`config.mk`:
```
export PLATFORM = sky130hd
export DESIGN_NAME = ring_johnson_counter
export DESIGN_NICKNAME = d
export VERILOG_FILES = /design/src/rtl/ring_johnson_counter.sv
export SDC_FILE = /design/constraint.sdc
export NUM_CORES = 1
export LEC_CHECK = 0
export CORE_ASPECT_RATIO = 0.7
export CORE_UTILIZATION = 30
export CTS_BUF_LIST = sky130_fd_sc_hd__clkbuf_4
export DETAILED_ROUTE_END_ITERATION = 7
export HOLD_SLACK_MARGIN = 0.06
export SYNTH_ARGS = -nofsm -noshare
export SYNTH_HDL_FRONTEND = slang
export SYNTH_SLANG_ARGS = --single-unit
```
`constraint.sdc`:
```
create_clock -name clk -period 4.83 [get_ports clk]
set_input_delay 0.7245 -clock clk [delete_from_list [all_inputs] [get_ports clk]]
set_output_delay 0.7245 -clock clk [all_outputs]
set_load 0.02 [all_outputs]
```
`src/rtl/ring_johnson_counter.sv`:
```
// ring_johnson_counter
//   Parametrised shift-register counter selectable at runtime between ring
//   (one-hot circulate) and Johnson (twisted ring) operation, with direction
//   control, clock enable, parallel load, illegal-state self-correction and a
//   wrap pulse marking arrival at the start state (only bit 0 set).
//
// Ports
//   clk      in   system clock, rising edge
//   rst      in   asynchronous active-low reset
//   en       in   advance one state this cycle
//   mode     in   0 = ring, 1 = Johnson
//   dir      in   0 = shift toward MSB, 1 = shift toward LSB
//   load     in   synchronous parallel load strobe
//   load_val in   [WIDTH] value to load
//   dout     out  [WIDTH] counter state (registered)
//   wrap     out  one-cycle pulse: a step just landed on the start state
//   fault    out  one-cycle pulse: illegal state or load value was corrected
module ring_johnson_counter #(
  parameter int unsigned WIDTH = 4
) (
  input  logic             clk,
  input  logic             rst,
  input  logic             en,
  input  logic             mode,
  input  logic             dir,
  input  logic             load,
  input  logic [WIDTH-1:0] load_val,
  output logic [WIDTH-1:0] dout,
  output logic             wrap,
  output logic             fault
);

  localparam logic [WIDTH-1:0] START = WIDTH'(1);

  // Ring: exactly one bit set. Johnson: at most one adjacent pair differs,
  // i.e. the pairwise-difference vector has at most one bit set.
  function automatic logic is_legal(input logic [WIDTH-1:0] v, input logic m);
    logic [WIDTH-2:0] diff;
    diff = v[WIDTH-1:1] ^ v[WIDTH-2:0];
    if (!m)
      return (v != '0) && ((v & (v - WIDTH'(1))) == '0);
    else
      return (diff & (diff - (WIDTH-1)'(1))) == '0;
  endfunction

  logic [WIDTH-1:0] stepped;
  logic [WIDTH-1:0] dout_nxt;
  logic             wrap_nxt;
  logic             fault_nxt;

  always_comb begin
    stepped = dout;
    unique case ({mode, dir})
      2'b00: stepped = {dout[WIDTH-2:0], dout[WIDTH-1]};
      2'b01: stepped = {dout[0], dout[WIDTH-1:1]};
      2'b10: stepped = {dout[WIDTH-2:0], ~dout[WIDTH-1]};
      2'b11: stepped = {~dout[0], dout[WIDTH-1:1]};
      default: stepped = dout;
    endcase
  end

  // Priority: correction of the current state, then load, then step, then hold.
  always_comb begin
    dout_nxt  = dout;
    wrap_nxt  = 1'b0;
    fault_nxt = 1'b0;
    if (!is_legal(dout, mode)) begin
      dout_nxt  = START;
      fault_nxt = 1'b1;
    end else if (load) begin
      if (is_legal(load_val, mode)) begin
        dout_nxt = load_val;
      end else begin
        dout_nxt  = START;
        fault_nxt = 1'b1;
      end
    end else if (en) begin
      dout_nxt = stepped;
      wrap_nxt = (stepped == START) && (dout != START);
    end
  end

  always_ff @(posedge clk or negedge rst) begin
    if (!rst) begin
      dout  <= START;
      wrap  <= 1'b0;
      fault <= 1'b0;
    end else begin
      dout  <= dout_nxt;
      wrap  <= wrap_nxt;
      fault <= fault_nxt;
    end
  end

endmodule

```
* Word level (Yosys, flattened, before mapping)
Cells that the tools add are included.
** Word-level totals
- Register bits after elaboration :: 6
- Bits of input ports :: 10
- Output and inout bits :: 6
- Word-level logic and storage cells :: 46
** Cells by class
- Add/sub/neg operators :: 4
- Equality and inequality tests :: 6
- Muxes and demuxes :: 15
- Bitwise gates (word level) :: 8
- Reductions and logical operators :: 10
** Operator list (number)
- $mux W4 :: 4
- $pmux W4 S4 :: 1
- $mux W1 :: 10
- $and A4 B4 Y4 :: 2
- $logic_not A4 Y1 :: 2
- $reduce_bool A4 Y1 :: 2
- $sub A4 B1 Y4 const B :: 2
- $and A3 B3 Y3 :: 2
- $logic_not A3 Y1 :: 2
- $sub A3 B1 Y3 const B :: 2
- $xor A3 B3 Y3 :: 2
- $eq A2 B2 Y1 const B :: 2
- $eq A4 B1 Y1 const B :: 1
- $ne A4 B1 Y1 const B :: 1
- $logic_and A1 B1 Y1 :: 3
- $ne A3 B3 Y1 const B :: 1
- $eq A2 B1 Y1 const B :: 1
- $logic_not A2 Y1 :: 1
- $not A1 Y1 :: 2

* Depth between registers and ports, before layout
- Depth after elaboration :: 10
- Depth in mapped cells :: 6
- Gate-level depth less buffers :: 6

* Least setup slack after synthesis
Ideal clock, no wire load.
- Path kind :: input to register
- Start :: in load_val[2]
- End :: reg dout[3]
- Setup time :: 0.111 ns
- Data arrival time :: 1.798 ns
- Data required time :: 4.719 ns
- Setup slack :: 2.921 ns
- Stages :: 6
- Buffers on the path :: 0
- Cell sequence :: inv_1 > ha_1 > a211oi_2 > o221ai_1 > and3_4 > a2111oi_2
** On the way
- Cells in the longest elaborated chain, start to end :: 10
- Elaborated cells between the ends (all ways) :: 15
- Those cells by class :: add/sub: 2; mux: 6; bitwise: 3; reduce/logical: 4
** Ends and longest elaborated chain
- start: declaration :: RTL line 27 : input logic [WIDTH-1:0] load_val,
- $sub A4 B1 Y4 / $xor A3 B3 Y3 (equally long branches) :: RTL line 41, 39
- $and A4 B4 Y4 / $sub A3 B1 Y3 (equally long branches) :: RTL line 41, 43
- $logic_not A4 Y1 / $and A3 B3 Y3 (equally long branches) :: RTL line 41, 43
- $logic_and A1 B1 Y1 / $logic_not A3 Y1 (equally long branches) :: RTL line 41, 43
- $mux W1 (*) :: RTL line 40 : if (!m)
- $mux W1 (*) :: RTL line 70 : end else if (load) begin
- $mux W1 (*) :: RTL line 67 : if (!is_legal(dout, mode)) begin
- $mux W4 (*) :: RTL line 71 : if (is_legal(load_val, mode)) begin
- $mux W4 (*) :: RTL line 70
- $mux W4 (*) :: RTL line 67
- end signal: assignment :: RTL line 89 : dout <= dout_nxt;
- end: declaration :: RTL line 28 : output logic [WIDTH-1:0] dout,
Mark *: on every way between the ends. The rest lies on a longest branch, timed or not. The select of a mux whose other input is x is not followed.
A chain may end at the register's enable or synchronous reset.

* Worst setup path in the final report
- Start :: in load_val[0]
- End :: reg dout[3]
The elaborated chain is that of the path after synthesis.

==> flow_summary.rst <==
.. list-table::
   :header-rows: 1

   * - Metric
     - Value
   * - Top library cells by usage in the layout, fill and taps aside
     - 15 x sky130_fd_sc_hd__clkdlybuf4s50_1, 11 x sky130_fd_sc_hd__ha_1, 7 x sky130_fd_sc_hd__inv_1, 7 x sky130_fd_sc_hd__a21oi_1, 6 x sky130_fd_sc_hd__nor2_1
   * - Number of buffers between clock root and the deepest sink
     - 2
   * - Post-layout utilization of the core
     - 42.5%
   * - Root buffer cell
     - sky130_fd_sc_hd__clkbuf_4
   * - Worst setup margin
     - 2.53 ns
   * - Critical path data arrival time
     - 2.43 ns
   * - Clock transition at path regs
     - 0.05 ns
   * - Number of resized instances in the post-cts repair step
     - 0
   * - #FFs+latches synth
     - 6
   * - Worst slack at placement
     - 2.27 ns
   * - Most used flip-flop cell after synthesis
     - sky130_fd_sc_hd__dfrtp_1
   * - Filler Cell Count
     - 201
   * - Worst-margin pin slew
     - 0.379 ns
   * - RSZ-0062 raised after global routing
     - false
   * - Total number of clock tree sinks
     - 6
   * - Effective utilization at floorplan
     - 33.0%
   * - Net count of the finished layout
     - 112
   * - Gr usage total
     - 13.8%
   * - Remaining number of nets flagged by the antenna check after routing
     - 0
   * - Detailed Place HPWL
     - 1070 um
   * - Antenna diode instance count
     - 0
   * - Core Box Area
     - 1940 um2
   * - Worst skew pair latency
     - 0.25 ns
   * - Critical Path Start
     - load_val[0]
   * - Flop-to-flop setup slack
     - 2.92 ns
   * - Number of setup violations in the final report
     - 0
   * - Fmax
     - 435 MHz
   * - Total congestion overflow
     - 0
   * - DR iter-0 viols
     - 13
   * - Worst hold path class
     - reg2reg
   * - Number of buffer cells added on primary ports
     - 15
   * - Wire length of the first global-routing pass
     - 2310 um
   * - Post-layout minimum cycle time
     - 2.30 ns
   * - Most area-consuming cells after synthesis
     - sky130_fd_sc_hd__ha_1 22%, sky130_fd_sc_hd__dfrtp_1 20%, sky130_fd_sc_hd__a21oi_1 5.5%, sky130_fd_sc_hd__dfstp_2 4.1%, sky130_fd_sc_hd__inv_1 4.1%
   * - Antenna violations before repair
     - 0
   * - DRC violation count after routing
     - 1
   * - Instance count of the mapped netlist
     - 75
   * - Critical path startpoint category
     - primary input
   * - Reg-to-reg critical path endpoint
     - wrap
   * - Failing checks
     - DRC
   * - Fraction of final layout cells with drive strength greater than 1
     - 10.0%
   * - Crit-path slowest cell
     - sky130_fd_sc_hd__clkdlybuf4s50_1
   * - Number of buffers inserted by post-CTS setup repair
     - 0
   * - Lkg Pwr
     - 0.359 nW
   * - Number of distinct library cells after synthesis
     - 31
   * - Kind of critical path
     - in2reg
   * - List of cells traversed by the critical path
     - clkdlybuf4s50_1 -> inv_1 -> ha_1 -> a211oi_2 -> o221ai_1 -> and3_4 -> a2111oi_2
   * - Per-cell routed wire length
     - 11.9 um
   * - Number of cell rows
     - 13
   * - Total count of hold-check failures in the final report
     - 0
   * - Crit Reg-Reg Startpoint
     - dout[0]
   * - Area enclosed by the die boundary
     - 2320 um2
   * - Data required time of the worst path
     - 4.97 ns
   * - Post-DR vias/cell
     - 5.11
   * - Fraction of the cycle the final worst path needs
     - 47.6%
   * - VDD IR-drop max
     - 0.0708 mV
   * - Worst Path Max Fanout
     - 5
   * - Share of Yosys cell area claimed by the top area cell type
     - 21.6%
   * - Endpoint type of the worst setup path
     - flip-flop
   * - Sequential cell area fraction in the yosys report
     - 23.7%
   * - Maximum level of the CTS H-tree
     - 1
   * - Final number of max-transition violations
     - 0
   * - Worst Skew
     - 0.00803 ns
   * - Mapped cell area
     - 638 um2
   * - Pin count of the biggest net entering global routing
     - 12
   * - Number of buffers created by CTS
     - 3
   * - Combined area of the multi-input logic cells
     - 433 um2
   * - Number of cells on the worst reg-to-reg path
     - 6
   * - Accumulated negative setup slack
     - 0 ns
   * - Maximum capacitance violations
     - 0
   * - Number of buffers inserted for hold repair after clock tree synthesis
     - 0
   * - Overall routed net length
     - 1330 um
   * - Width of the die
     - 57.1 um
   * - Gp weighted congestion
     - 0.783
   * - Number of instances on the worst hold path
     - 1
   * - Post-Synthesis Net Count
     - 96
   * - Worst min-delay path startpoint
     - dout[2]
   * - Number of global-route vias before repair
     - 471
   * - Total iterations of the first detailed-routing run
     - 8
   * - Die Y
     - 40.6 um
   * - Hold endpoint
     - wrap
   * - Via count
     - 572
   * - Number of synthesized flops with an enable pin
     - 0
   * - Delay contributed by the slowest stage of the critical path
     - 0.54 ns
   * - FFs w/ async S/R, synth
     - 100%
   * - Area used by sequential logic in the layout
     - 151 um2
   * - Worst slew margin relative to its limit
     - 74.6%
   * - Ports placed on the boundary
     - 16
   * - Yosys warning total
     - 0
   * - Result of the run
     - complete, but fails checks
   * - Per-instance average area after synthesis
     - 8.51 um2
   * - Clock tree from TritonCTS
     - done
   * - Most frequent standard cell in the layout excluding fill and tap cells
     - sky130_fd_sc_hd__clkdlybuf4s50_1
   * - Library cell with the largest summed area after synthesis
     - sky130_fd_sc_hd__ha_1
   * - Cell Pwr Density
     - 320 nW/um2
   * - Signed area change from the synthesized netlist to the final layout
     - 28.8%
## stage by stage
step           hold WS, ns  std cells  power, mW  area [um2]
2_1_floorplan        0.429         75      0.162         638
3_3_place_gp         0.608        108      0.205         792
3_5_place_dp         0.593        108      0.207         792
4_1_cts              0.586        112      0.265         822
5_1_grt              0.630        112      0.284         822
6_report             0.601        112      0.263         822
## cells in the mapped netlist, types with 2 or more instances
cell and instances:
sky130_fd_sc_hd__nand2_1 5, sky130_fd_sc_hd__mux2i_1 2, sky130_fd_sc_hd__dfrtp_1 5, sky130_fd_sc_hd__a21oi_1 7, sky130_fd_sc_hd__inv_1 7, sky130_fd_sc_hd__clkbuf_1 2
sky130_fd_sc_hd__a211oi_1 2, sky130_fd_sc_hd__nor3_1 4, sky130_fd_sc_hd__o21ai_0 4, sky130_fd_sc_hd__ha_1 11, sky130_fd_sc_hd__nor2_1 6
## how the worst max path moves through the flow
stage                   end  cells after the start
finish              dout[3]                      7
floorplan           dout[3]                      6
CTS                 dout[3]                      7
detailed placement  dout[3]                      7
global route        dout[3]                      7
global placement    dout[3]                      7
## logic make-up (layout without fill, tap and decap cells)
family	Yosys count	count (layout)	synth area share [%]
adders and majority gates	11	11	21.6
and+or+nand+nor	20	20	16.3
muxes	2	2	3.14
buffers and inverters	12	27	8.43
AOI/OAI and AO/OA	23	23	25.5
xor gates and xnor gates	1	1	1.37
DFF	6	6	23.7
## state kept, by name (all words and copies together) (netlist names)
| register | count |
|---|---|
| dout | 4 |
| fault | 1 |
| wrap | 1 |
## worst max-delay path, delay by kind of cell
kind                     cells  cell delay [ns]
buffers and inverters        2             0.61
AO/OA/AOI/OAI                3             0.66
AND/OR/NAND/NOR              1             0.22
adder cells (fa/ha/maj)      1             0.23
## power by group
group	internal [mW]	switching [mW]	leakage, nW
Combinational	0.0615	0.0685	0.265
Sequential	0.0620	0.0149	0.0754
Clock	0.0369	0.0190	0.0184
## cell type report
| class | instances | share of cell area (%) |
|---|---|---|
| Sequential cell | 6 | 18.4 |
| Multi-Input combinational cell | 57 | 52.7 |
| Timing Repair Buffer | 15 | 18.3 |
| Tap cell | 22 | 3.35 |
| Clock buffer | 4 | 3.65 |
| Inverter | 8 | 3.65 |
## layer usage
metal  vias up  GRT usage (%)  routed length, um
li1        302              -                  -
met1       257           19.9                793
met2        13           20.0                506
met3         0           4.84                 32
met4         0           1.83                  0
met5         -              0                  0
No activity file was read; power rests on OpenSTA's default activity.
